--- src/rtl/mole_scheduler.sv ---
// mole_scheduler: whack-a-mole game sequencer.
// Requests mole positions over a req/valid handshake, then times each mole's
// visible window and the following gap. Button presses become hits or misses,
// and the block keeps the score and the miss count.
// Optional feature: define MOLE_SCHED_SPEEDUP_EN to shrink the visible window
// by SPEED_STEP every HITS_PER_LEVEL hits, down to MIN_UP_TICKS. Without it
// the window stays at UP_TICKS and the level counter is not built.
module mole_scheduler #(
    parameter int NUM_HOLES      = 9,
    parameter int POS_W          = 4,
    parameter int UP_TICKS       = 100,
    parameter int MIN_UP_TICKS   = 30,
    parameter int SPEED_STEP     = 10,
    parameter int HITS_PER_LEVEL = 5,
    parameter int GAP_TICKS      = 30,
    parameter int MAX_MISSES     = 3,
    parameter int SCORE_W        = 8
) (
    input  logic                 clk,
    input  logic                 rst,
    input  logic                 tick,
    input  logic                 start,
    input  logic [NUM_HOLES-1:0] btn,
    output logic                 pos_req,
    input  logic                 pos_valid,
    input  logic [POS_W-1:0]     pos_in,
    output logic                 mole_valid,
    output logic [POS_W-1:0]     mole_pos,
    output logic                 hit_pulse,
    output logic                 miss_pulse,
    output logic [SCORE_W-1:0]   score,
    output logic [1:0]           misses,
    output logic                 game_over
);

    localparam int TMR_MAX = (UP_TICKS > GAP_TICKS) ? UP_TICKS : GAP_TICKS;
    localparam int TMR_W   = $clog2(TMR_MAX + 1);
    localparam int WIN_W   = $clog2(UP_TICKS + 1);

    typedef enum logic [2:0] {
        S_IDLE,
        S_REQ,
        S_UP,
        S_GAP,
        S_OVER
    } state_t;

    state_t               state_q, state_d;
    logic [TMR_W-1:0]     timer_q, timer_d;
    logic [WIN_W-1:0]     window_q, window_d;
    logic [POS_W-1:0]     prev_pos_q, prev_pos_d;
    logic [POS_W-1:0]     mole_pos_q, mole_pos_d;
    logic                 mole_valid_q, mole_valid_d;
    logic                 hit_pulse_q, hit_pulse_d;
    logic                 miss_pulse_q, miss_pulse_d;
    logic [SCORE_W-1:0]   score_q, score_d;
    logic [1:0]           misses_q, misses_d;

`ifdef MOLE_SCHED_SPEEDUP_EN
    localparam int LVL_W = $clog2(HITS_PER_LEVEL + 1);
    logic [LVL_W-1:0]     lvl_cnt_q, lvl_cnt_d;
`endif

    logic timer_done;
    logic is_hit;
    logic is_press;

    // Timer expires on the tick that takes it to zero; a zero load expires on the first tick.
    assign timer_done = (timer_q <= TMR_W'(1));

    // Next-state and datapath update for the game sequencer.
    // NOTE: every _d gets a default first so no path through the case infers a latch.
    always_comb begin
        state_d      = state_q;
        timer_d      = timer_q;
        window_d     = window_q;
        prev_pos_d   = prev_pos_q;
        mole_pos_d   = mole_pos_q;
        mole_valid_d = mole_valid_q;
        hit_pulse_d  = 1'b0;
        miss_pulse_d = 1'b0;
        score_d      = score_q;
        misses_d     = misses_q;
`ifdef MOLE_SCHED_SPEEDUP_EN
        lvl_cnt_d    = lvl_cnt_q;
`endif
        is_hit       = btn[mole_pos_q];
        is_press     = |btn;

        case (state_q)
            S_IDLE, S_OVER: begin
                if (start) begin
                    score_d  = '0;
                    misses_d = '0;
                    window_d = WIN_W'(UP_TICKS);
`ifdef MOLE_SCHED_SPEEDUP_EN
                    lvl_cnt_d = '0;
`endif
                    state_d  = S_REQ;
                end
            end

            S_REQ: begin
                if (pos_valid && (pos_in < POS_W'(NUM_HOLES)) && (pos_in != prev_pos_q)) begin
                    mole_pos_d   = pos_in;
                    timer_d      = TMR_W'(window_q);
                    mole_valid_d = 1'b1;
                    state_d      = S_UP;
                end
            end

            S_UP: begin
                if (is_hit || is_press || (tick && timer_done)) begin
                    // Resolution beats the tick: the gap timer is loaded unmodified.
                    mole_valid_d = 1'b0;
                    prev_pos_d   = mole_pos_q;
                    timer_d      = TMR_W'(GAP_TICKS);
                    state_d      = S_GAP;
                    if (is_hit) begin
                        hit_pulse_d = 1'b1;
                        if (score_q != '1) begin
                            score_d = score_q + 1'b1;
                        end
`ifdef MOLE_SCHED_SPEEDUP_EN
                        if (lvl_cnt_q == LVL_W'(HITS_PER_LEVEL - 1)) begin
                            lvl_cnt_d = '0;
                            if (window_q >= WIN_W'(MIN_UP_TICKS + SPEED_STEP)) begin
                                window_d = window_q - WIN_W'(SPEED_STEP);
                            end else begin
                                window_d = WIN_W'(MIN_UP_TICKS);
                            end
                        end else begin
                            lvl_cnt_d = lvl_cnt_q + 1'b1;
                        end
`endif
                    end else begin
                        miss_pulse_d = 1'b1;
                        misses_d     = misses_q + 2'd1;
                        if ((misses_q + 2'd1) == 2'(MAX_MISSES)) begin
                            state_d = S_OVER;
                        end
                    end
                end else if (tick) begin
                    timer_d = timer_q - 1'b1;
                end
            end

            S_GAP: begin
                if (tick) begin
                    if (timer_done) begin
                        state_d = S_REQ;
                    end else begin
                        timer_d = timer_q - 1'b1;
                    end
                end
            end

            default: state_d = S_IDLE;
        endcase
    end

    // State and datapath registers with asynchronous reset.
    // NOTE: sequential state uses <= so every flop samples pre-edge values.
    always_ff @(posedge clk or posedge rst) begin
        if (rst) begin
            state_q      <= S_IDLE;
            timer_q      <= '0;
            window_q     <= WIN_W'(UP_TICKS);
            prev_pos_q   <= POS_W'(NUM_HOLES);
            mole_pos_q   <= '0;
            mole_valid_q <= 1'b0;
            hit_pulse_q  <= 1'b0;
            miss_pulse_q <= 1'b0;
            score_q      <= '0;
            misses_q     <= '0;
`ifdef MOLE_SCHED_SPEEDUP_EN
            lvl_cnt_q    <= '0;
`endif
        end else begin
            state_q      <= state_d;
            timer_q      <= timer_d;
            window_q     <= window_d;
            prev_pos_q   <= prev_pos_d;
            mole_pos_q   <= mole_pos_d;
            mole_valid_q <= mole_valid_d;
            hit_pulse_q  <= hit_pulse_d;
            miss_pulse_q <= miss_pulse_d;
            score_q      <= score_d;
            misses_q     <= misses_d;
`ifdef MOLE_SCHED_SPEEDUP_EN
            lvl_cnt_q    <= lvl_cnt_d;
`endif
        end
    end

    // pos_req and game_over decode straight from state so reset drops them at once.
    assign pos_req    = (state_q == S_REQ);
    assign game_over  = (state_q == S_OVER);
    assign mole_valid = mole_valid_q;
    assign mole_pos   = mole_pos_q;
    assign hit_pulse  = hit_pulse_q;
    assign miss_pulse = miss_pulse_q;
    assign score      = score_q;
    assign misses     = misses_q;

endmodule
--- config.mk ---
export PLATFORM = sky130hd
export DESIGN_NAME = mole_scheduler
export DESIGN_NICKNAME = d
export VERILOG_FILES = /design/src/rtl/mole_scheduler.sv
export SDC_FILE = /design/constraint.sdc
export NUM_CORES = 1
export LEC_CHECK = 0
export CORE_UTILIZATION = 45
export DETAILED_ROUTE_END_ITERATION = 6
export GPL_TIMING_DRIVEN = 0
export PLACE_DENSITY = 0.68
export SYNTH_ARGS = -nofsm -noshare
export SYNTH_HDL_FRONTEND = slang
export SYNTH_SLANG_ARGS = --single-unit
--- constraint.sdc ---
create_clock -name clk -period 2.2 [get_ports clk]
set_input_delay 0.22 -clock clk [delete_from_list [all_inputs] [get_ports clk]]
set_output_delay 0.22 -clock clk [all_outputs]
set_load 0.01 [all_outputs]
After elaboration in Yosys (flattened, before gate mapping)

Index checks and enable logic that the tools add are counted.

Multiplexer cells: 34
Reductions and logical operators: 18
Equality and inequality tests: 17
Add/subtract/negate cells: 3
Order comparisons: 3

Operators by type and width:

| kind                                                            | count |
|---|---|
| 2-to-1 mux 7 bit                                                | 5 |
| 2-to-1 mux 8 bit                                                | 4 |
| 2-to-1 mux 3 bit                                                | 7 |
| case mux 7 bit (3 select lines)                                 | 1 |
| inequality test 2 bit (second input constant)                   | 8 |
| case mux 8 bit (2 select lines)                                 | 1 |
| AND reduction 5 bit                                             | 3 |
| case mux 3 bit (4 select lines)                                 | 1 |
| 2-to-1 mux 1 bit                                                | 9 |
| OR reduction 9 bit                                              | 1 |
| adder 8 x 1 -> 8 bit (second input constant)                    | 1 |
| inequality test 8 bit (second input constant)                   | 1 |
| less-or-equal comparator 7 x 1 -> 1 bit (second input constant) | 1 |
| subtractor 7 x 1 -> 7 bit (second input constant)               | 1 |
| equality test 3 x 2 -> 1 bit (second input constant)            | 2 |
| 2-to-1 mux 2 bit                                                | 3 |
| less-than comparator 4 x 5 -> 1 bit (second input constant)     | 1 |
| binary-select mux 1 bit (select 4 bit)                          | 1 |
| less-than comparator 4 bit (second input constant)              | 1 |
| inequality test 4 bit                                           | 1 |
| case mux 2 bit (2 select lines)                                 | 1 |
| AND reduction 2 bit                                             | 2 |
| AND reduction 4 bit                                             | 1 |
| nonzero test 2 bit                                              | 2 |
| 13 further kinds                                                | 16 |

Logic and storage cells: 84
Flip-flop bits (word level): 31
Bits of input ports: 18

Depth between registers and ports, before layout

Gate-level depths: netlist (run 1).

Word-level depth: 6
Mapped depth: 9
Mapped depth without buffers: 8

Worst setup path before layout (run 1)

Ideal clock, no wire load.

Path kind: flip-flop to flip-flop
Start point: register mole_pos_q[0], in the netlist mole_pos[0]
End point: register state_q[1]
Arrival time: 1.761 ns
Cell stages (with the launch flop): 7
Buffers on the path: 1
Path slack: 0.307 ns
Cell sequence: dfrtp_1 -> buf_6 -> mux4_2 -> nand2b_4 -> a31oi_4 -> a21oi_1 -> or3_1

Longest elaborated chain between the ends: 6
Elaborated cells on any way between the ends: 9

Ends and longest elaborated chain:

| element                                    | line | RTL |
|---|---|---|
| start: declaration                         | 52   | `logic [POS_W-1:0] mole_pos_q, mole_pos_d;` |
| start signal: assignment                   | 184  | `mole_pos_q <= mole_pos_d;` |
| binary-select mux 1 bit (select 4 bit) (*) | 87   | `is_hit = btn[mole_pos_q];` |
| 2-to-1 mux 1 bit (not written as such) (*) | 87   |  |
| logical OR 1 bit (2 in series)             | 113  | `if (is_hit \|\| is_press \|\| (tick && timer_done)) begin` |
| inequality test 2 bit (no line)            | -    |  |
| AND reduction 5 bit (no line)              | -    |  |
| end signal: assignment                     | 180  | `state_q <= state_d;` |
| end: declaration                           | 48   | `state_t state_q, state_d;` |

Mark *: on every way between the ends. The rest lies on a longest branch, timed or not. The select of a mux whose other input is x is not followed.
A chain may end at the register's enable or synchronous reset.

Worst setup path in the final report (run 1)

Start point: input pos_in[1]
End point: register mole_pos_q[2], in the netlist mole_pos[2]

Longest elaborated chain between the ends: 4
Elaborated cells on any way between the ends: 5

Ends and longest elaborated chain:

| element                           | line | RTL |
|---|---|---|
| start: declaration                | 26   | `input logic [POS_W-1:0] pos_in,` |
| less-than comparator 4 bit        | 104  | `if (pos_valid && (pos_in < POS_W'(NUM_HOLES)) && (pos_in != prev_pos_q)) begin` |
| logical AND 1 bit                 | 104  |  |
| logical AND 1 bit (*)             | 104  |  |
| AND reduction 2 bit (no line) (*) | -    |  |

Mark *: on every way between the ends. The rest lies on a longest branch, timed or not.

==> out/summary.log, run 1 <==
INFO  grt            grt_antenna_before_repair=0
INFO  setup_path     critical_path.cell_chain=clkdlybuf4s50_1 -> o31ai_1 -> and4b_1 -> and3b_1 -> buf_1 -> mux2_2
INFO  synth          post_synth_num_cell_types=42
INFO  cells_and_area drive_above_1_share=11.1%
INFO  cells_and_area post_synthesis_to_final_layout_area_growth=31.8%
INFO  synth          synthCells=172
INFO  cells_and_area commonest_non_fill_non_tap_cell_in_the_layout=clkdlybuf4s50_1
INFO  grt            grt-ovfl-total=0
INFO  worst_hold_path min_path_type=input pin to async pin
INFO  sta            period_minus_slack=1980ps
INFO  run            max-cap-violations=0
INFO  setup_path     worst_path_largest_cell_delay=470ps
INFO  outcome        run_status=complete, no violations
INFO  cells_and_area utilization_after_layout=62.1%
INFO  clock_tree     clkTransAtPathRegs=60ps
INFO  setup_path     launching_element_type_of_the_critical_path=input pin
INFO  sta            final_min_period_over_clock_period=89.9%
INFO  floorplan      core.rowCount=22
INFO  sta            measured_slew_at_the_worst_slew_check_pin=463ps
INFO  sta            max_slew_margin=69.1%
INFO  grt            grt_first_pass_wirelength=6870um
INFO  setup_path     timing.critical_path.max_delay_family=buffers and inverters
INFO  setup_path     reg2reg_setup_slack=230ps
INFO  cells_and_area num_antenna_cells=0
INFO  placement      dp_hpwl=2890um
INFO  setup_path     slowest_stage=clkdlybuf4s50_1
INFO  placement      globalplace.congestion=0.780
INFO  clock_tree     worstSkewPairLatency=280ps
INFO  cells_and_area layout.cells.most_common_list=clkdlybuf4s50_1, dfrtp_1, nand2_1, nor2_1, mux2i_1
INFO  sta            tns=0ps
INFO  floorplan      dieArea=4090squm
INFO  placement      io_buffers=36
INFO  clock_tree     cts_sink_cnt=31
INFO  drt            drcViolationCount=0
INFO  synth          avgSynthCellArea=10.0squm
INFO  floorplan      starting_utilization_of_the_core_area=47.1%
INFO  placement      placedInstanceArea=2150squm
INFO  clock_tree     cts_post_setup_buffers_inserted=0
INFO  grt            via_count_of_the_first_global_routing_pass=1490
INFO  setup_path     worst_ep_required_time=2370ps
INFO  setup_path     worst-path-max-fanout=7
INFO  power          ir_worst_vdd=0.581mV
INFO  sta            clock_skew=1.55ps
INFO  setup_path     setup.worst_path.end_class=flip-flop
INFO  synth          yosysSeqAreaShare=45.1%
INFO  clock_tree     ctsLongestPathBuffers=2
INFO  clock_tree     tritoncts_buffer_count=5
INFO  setup_path     path_class=input pin to flip-flop
INFO  synth          synth.net_count=194
INFO  floorplan      core=3660squm
INFO  sta            setup_repair_after_global_routing_missed_its_margin=false
INFO  sta            setup_violations=0
INFO  sta            worst_hold_slack=217ps
INFO  cells_and_area layout.cell_area.non_filler=2270squm
INFO  synth          synth_warnings=0
INFO  drt            firstDrtPassIters=4
INFO  floorplan      die_h=63.9um
INFO  drt            detail_route.wirelength=3930um
INFO  drt            drt_first_iter_violations=108
INFO  sta            finalHoldViolCount=0
INFO  power          powerDensity=1220nW/um^2
INFO  clock_tree     cts_hold_repair.buffers=0
INFO  setup_path     critical_path_arrival=2150ps
INFO  cells_and_area finish.net_count=238
INFO  sta            fmax=505MHz
INFO  setup_path     buffering_stage_count_on_the_worst_path_with_inverters_included=2
INFO  floorplan      io_pins=37
INFO  drt            avgViaCountPerCell=5.58
INFO  clock_tree     tritoncts=yes
INFO  drt            avgRoutedWirePerCell=14.8um
INFO  clock_tree     ctsRootBufferMaster=clkbuf_8
INFO  floorplan      die_width=63.9um
INFO  drt            drt.antenna.violating_nets=0
INFO  power          leakage=1.02nW
INFO  sta            number_of_max_slew_violations_in_the_final_report=0
INFO  clock_tree     cts_max_level=2
INFO  grt            globalRouteTotalUtil=22.2%
INFO  clock_tree     number_of_gates_resized_after_cts=0
INFO  grt            grt_start_max_net_pins=32
INFO  drt            via_count=1478
INFO  synth          postSynthRegisterBits=31
INFO  synth          syn-cell-area=1730squm
state kept, by name, indices dropped and copies added (netlist names):
signal / cells
timer_q: 7
hit_pulse: 1
miss_pulse: 1
misses: 2
prev_pos_q: 4
mole_pos: 4
mole_valid: 1
state_q: 3
score: 8
where the power goes:
part / switching (W) / total, W / internal (W)
Sequential: 0.000208 / 0.000993 / 0.000786
Combinational: 0.000636 / 0.00129 / 0.000657
Clock: 0.000204 / 0.000489 / 0.000285
Total: 0.00105 / 0.00278 / 0.00173
metal layers:
layer  GRT usage [%]  vias to the layer above  part of all wire [%]
li1                -                      714                     -
met1            28.2                      718                    44
met2            36.6                       41                    50
met3            5.89                        5                   5.5
met4            6.82                        0                   1.1
met5               0                        -                     0
cell families (layout without fill, tap and decap cells):
group	count (synthesis)	count (layout)	share of synthesized area, %
flip-flops	31	31	45.1
buffers and inverters	13	58	3.41
adder cells (fa/ha/maj)	4	4	2.90
multiplexers	16	16	10.4
AO/OA/AOI/OAI	35	35	15.4
XOR/XNOR	4	4	2.03
AND/OR/NAND/NOR	69	69	20.7
per-stage QoR:
step / cells / power [W] / worst slack, ps
floorplan: 172 / 0.00183 / 307
global placement: 256 / 0.00224 / -64.1
detailed placement: 256 / 0.00229 / -69.7
CTS: 264 / 0.00279 / 212
global route: 265 / 0.00300 / 67.2
finish: 265 / 0.00278 / 222
Yosys cell counts (all sizes together):
library cell  instances  share of area, %
a21o                  4               1.7
a31o                  1              0.51
o22a                  2               1.0
a211oi                1              0.44
o21ai                 9               2.6
dfstp                 2               3.0
a31oi                 6               3.0
dfrtp                29                42
nand4                 7               2.5
and3b                 1              0.51
nor3                  7               2.0
inv                   8               1.7
nand2                22               4.8
nand2b                8               3.3
o21bai                1              0.44
nor4                  1              0.36
and3                  3               1.1
buf                   4               1.5
o32a                  1              0.58
clkbuf                1              0.22
xnor2                 4               2.0
a41oi                 2               1.0
mux2i                 9               5.2
o211ai                2              0.87
nor2b                 2              0.73
a311oi                1               1.5
ha                    4               2.9
and4b                 2               1.2
mux4                  1               1.3
o31ai                 1              0.44
nor2                 10               2.2
o22ai                 1              0.36
and2                  1              0.36
mux2                  6               3.9
or3                   2              0.73
a21oi                 3              0.87
nand3                 3              0.87
worst reg2reg max path, delay by kind of cell, from the launching register on:
| family | cells | cell delay [ps] |
|---|---|---|
| buffers and inverters | 1 | 140 |
| flip-flops | 1 | 390 |
| AND/OR/NAND/NOR | 2 | 300 |
| multiplexers | 2 | 470 |
| AO/OA/AOI/OAI | 2 | 550 |
area by class of cell:
cell class                      instances  area (sq um)
Timing Repair Buffer                   37           388
Sequential cell                        31           778
Buffer                                  5          28.8
Inverter                                8          30.0
Multi-Input combinational cell        128           888
Fill cell                             299          1390
Tap cell                               48          60.1
Clock buffer                            8           100
worst paths after layout:
kind / startpoint / to / cells past startpoint
worst max-delay path: pos_in[1] / mole_pos[2] / 6
worst min-delay path: rst / score[2] / 2
worst max register to register: mole_pos[0] / score[6] / 7
worst min register to register: mole_valid / mole_valid / 1
max in group asynchronous: rst / prev_pos_q[0] / 3
min in group clk: mole_valid / mole_valid / 1
(Power assumes the default switching activity.)
==> run 2: changes to the inputs <==
--- a/config.mk
+++ b/config.mk
@@ -8,6 +8,7 @@
 export CORE_UTILIZATION = 45
 export DETAILED_ROUTE_END_ITERATION = 6
 export GPL_TIMING_DRIVEN = 0
+export HOLD_SLACK_MARGIN = 0.06
 export PLACE_DENSITY = 0.68
 export SYNTH_ARGS = -nofsm -noshare
 export SYNTH_HDL_FRONTEND = slang
==> results of run 2 <==
Final layout, timing and power as in run 1 (identical DEF).
==> run 3: changes to the inputs <==
--- a/config.mk
+++ b/config.mk
@@ -9,7 +9,7 @@
 export DETAILED_ROUTE_END_ITERATION = 6
 export GPL_TIMING_DRIVEN = 0
 export HOLD_SLACK_MARGIN = 0.06
-export PLACE_DENSITY = 0.68
+export PLACE_DENSITY_LB_ADDON = 0.08
 export SYNTH_ARGS = -nofsm -noshare
 export SYNTH_HDL_FRONTEND = slang
 export SYNTH_SLANG_ARGS = --single-unit
==> run 3 against run 2 <==
Critical path depth unchanged. Final cell count decreased by 0.75%. Non-clock buffer count fell by 1. Wire length rose by 1.8%. Core utilization is 1.1 points lower. Largest cell class unchanged. Highest routed layer unchanged.
==> out/summary.log, run 3 (synthesized netlist as in run 1, its figures left out) <==
INFO  drt            top_layer=met4
INFO  cells_and_area drive_above_1_share=10.7%
INFO  clock_tree     tritoncts=yes
INFO  sta            clock_skew=4.41ps
INFO  outcome        run_status=complete, no violations
INFO  drt            dr_wl_met2=1900um
INFO  drt            met1Wirelength=1800um
INFO  clock_tree     ctsRootBufferMaster=clkbuf_8
INFO  grt            grt_start_max_net_pins=32
INFO  floorplan      die_h=63.9um
INFO  cells_and_area commonest_non_fill_non_tap_cell_in_the_layout=clkdlybuf4s50_1
INFO  worst_hold_path whs_endpoint=mole_valid
INFO  setup_path     rr_endpoint=score[7]
INFO  drt            detail_route.wirelength=4000um
INFO  setup_path     worst-path-max-fanout=7
INFO  clock_tree     cts_sink_cnt=31
INFO  cells_and_area finish.net_count=237
INFO  cells_and_area fillerInstances=310
INFO  floorplan      core.rowCount=22
INFO  drt            drt.antenna.violating_nets=0
INFO  sta            fmax=498MHz
INFO  clock_tree     worstSkewPairLatency=280ps
INFO  clock_tree     cts_post_setup_buffers_inserted=0
INFO  grt            globalRouteTotalUtil=21.7%
INFO  setup_path     worst_ep_required_time=2370ps
INFO  clock_tree     tritoncts_buffer_count=5
INFO  sta            max_slew_margin=18.9%
INFO  sta            final_min_period_over_clock_period=91.3%
INFO  setup_path     critical_path_arrival=2170ps
INFO  setup_path     worst_r2r_startpoint=mole_pos[0]
INFO  drt            firstDrtPassIters=4
INFO  cells_and_area post_synthesis_to_final_layout_area_growth=29.4%
INFO  sta            setup_violations=0
INFO  clock_tree     number_of_gates_resized_after_cts=0
INFO  setup_path     launching_element_type_of_the_critical_path=input pin
INFO  sta            measured_slew_at_the_worst_slew_check_pin=1210ps
INFO  drt            avgRoutedWirePerCell=15.2um
INFO  power          powerDensity=1230nW/um^2
INFO  drt            drcViolationCount=0
INFO  clock_tree     clkTransAtPathRegs=60ps
INFO  cells_and_area layout.cells.most_common_list=clkdlybuf4s50_1, dfrtp_1, nand2_1, nor2_1, mux2i_1
INFO  setup_path     path_class=input pin to flip-flop
INFO  floorplan      die_width=63.9um
INFO  drt            wl_met3=251um
INFO  placement      dp_hpwl=2890um
INFO  cells_and_area largest_reg_flops=8
INFO  setup_path     critical_path.cell_chain=clkdlybuf4s50_1 -> o31ai_1 -> and4b_1 -> and3b_1 -> buf_1 -> mux2_2
INFO  grt            via_count_of_the_first_global_routing_pass=1450
INFO  sta            worst_hold_slack=488ps
INFO  cells_and_area num_antenna_cells=0
INFO  sta            finalHoldViolCount=0
INFO  drt            drt_first_iter_violations=55
INFO  run            max-cap-violations=0
INFO  clock_tree     cts_hold_repair.buffers=0
INFO  sta            period_minus_slack=2010ps
INFO  floorplan      dieArea=4090squm
INFO  setup_path     worst_path_largest_cell_delay=480ps
INFO  setup_path     reg2reg_setup_slack=210ps
INFO  worst_hold_path min_path_type=flip-flop to flip-flop
INFO  floorplan      starting_utilization_of_the_core_area=47.1%
INFO  power          ir_worst_vdd=0.601mV
INFO  floorplan      core=3660squm
INFO  worst_hold_path holdCritStartpoint=mole_valid
INFO  power          leakage=1.01nW
INFO  clock_tree     ctsLongestPathBuffers=2
INFO  power          power.total=0.00274W
INFO  grt            grt-ovfl-total=0
INFO  grt            grt_first_pass_wirelength=6760um
INFO  sta            setup_repair_after_global_routing_missed_its_margin=false
INFO  sta            number_of_max_slew_violations_in_the_final_report=0
INFO  setup_path     slowest_stage=clkdlybuf4s50_1
INFO  setup_path     setup.worst_path.end_class=flip-flop
INFO  drt            via_count=1485
INFO  floorplan      io_pins=37
INFO  grt            grt_antenna_before_repair=0
INFO  placement      globalplace.congestion=0.804
INFO  placement      io_buffers=36
INFO  drt            avgViaCountPerCell=5.65
INFO  clock_tree     cts_max_level=2
INFO  worst_hold_path hold-path-cell-count=1
INFO  setup_path     r2r_cells=7
-- run 3: cell count changes in the layout (fill, tap and decap cells not counted), sizes merged --
cell and delta:
clkbuf -2, buf -1, clkinv +1
-- run 3: power by group --
part | total, W | switching [W] | internal (W)
Combinational | 0.00129 | 0.000639 | 0.000653
Clock | 0.000451 | 0.000206 | 0.000245
Sequential | 0.000997 | 0.000211 | 0.000786
Total | 0.00274 | 0.00106 | 0.00168
-- run 3: worst max path at each step --
stage	startpoint	slack, ps	end
finish	pos_in[1]	190	mole_pos[3]
global route	pos_in[1]	90	mole_pos[3]
CTS	pos_in[1]	190	mole_pos[3]
detailed placement	pos_in[0]	-70	mole_pos[3]
global placement	pos_in[0]	-50	mole_pos[0]
floorplan	mole_pos[0]	310	state_q[1]
-- run 3: cell type report --
class	instances	area, sq um	area share (%)
Buffer	5	28.8	1.29
Clock buffer	6	82.6	3.70
Clock inverter	1	5.00	0.224
Inverter	8	30.0	1.34
Multi-Input combinational cell	128	888	39.8
Sequential cell	31	778	34.8
Tap cell	48	60.1	2.69
Timing Repair Buffer	36	360	16.1
-- run 3: routing by layer --
layer,vias up,global-route usage (%)
met4,0,7.10
met5,-,0
met3,4,5.89
met2,52,36.3
li1,705,-
met1,724,27.1
-- run 3: worst max-delay path, delay by kind of cell --
| family | cells | cell delay [ps] |
|---|---|---|
| compound gates | 1 | 340 |
| simple gates | 2 | 440 |
| buf+inv | 2 | 800 |
| mux | 1 | 390 |
-- run 3: stage by stage --
stage | instances | setup TNS, ps | setup WS, ps | utilization (%) | cell area, sq um
floorplan | 172 | 0 | 307 | - | 1730
global placement | 256 | -135 | -46.4 | 58.6 | 2150
detailed placement | 256 | -312 | -71.0 | 58.6 | 2150
CTS | 263 | 0 | 195 | 61.0 | 2230
global route | 263 | 0 | 88.9 | 61.0 | 2230
finish | 263 | 0 | 190 | 61.0 | 2230
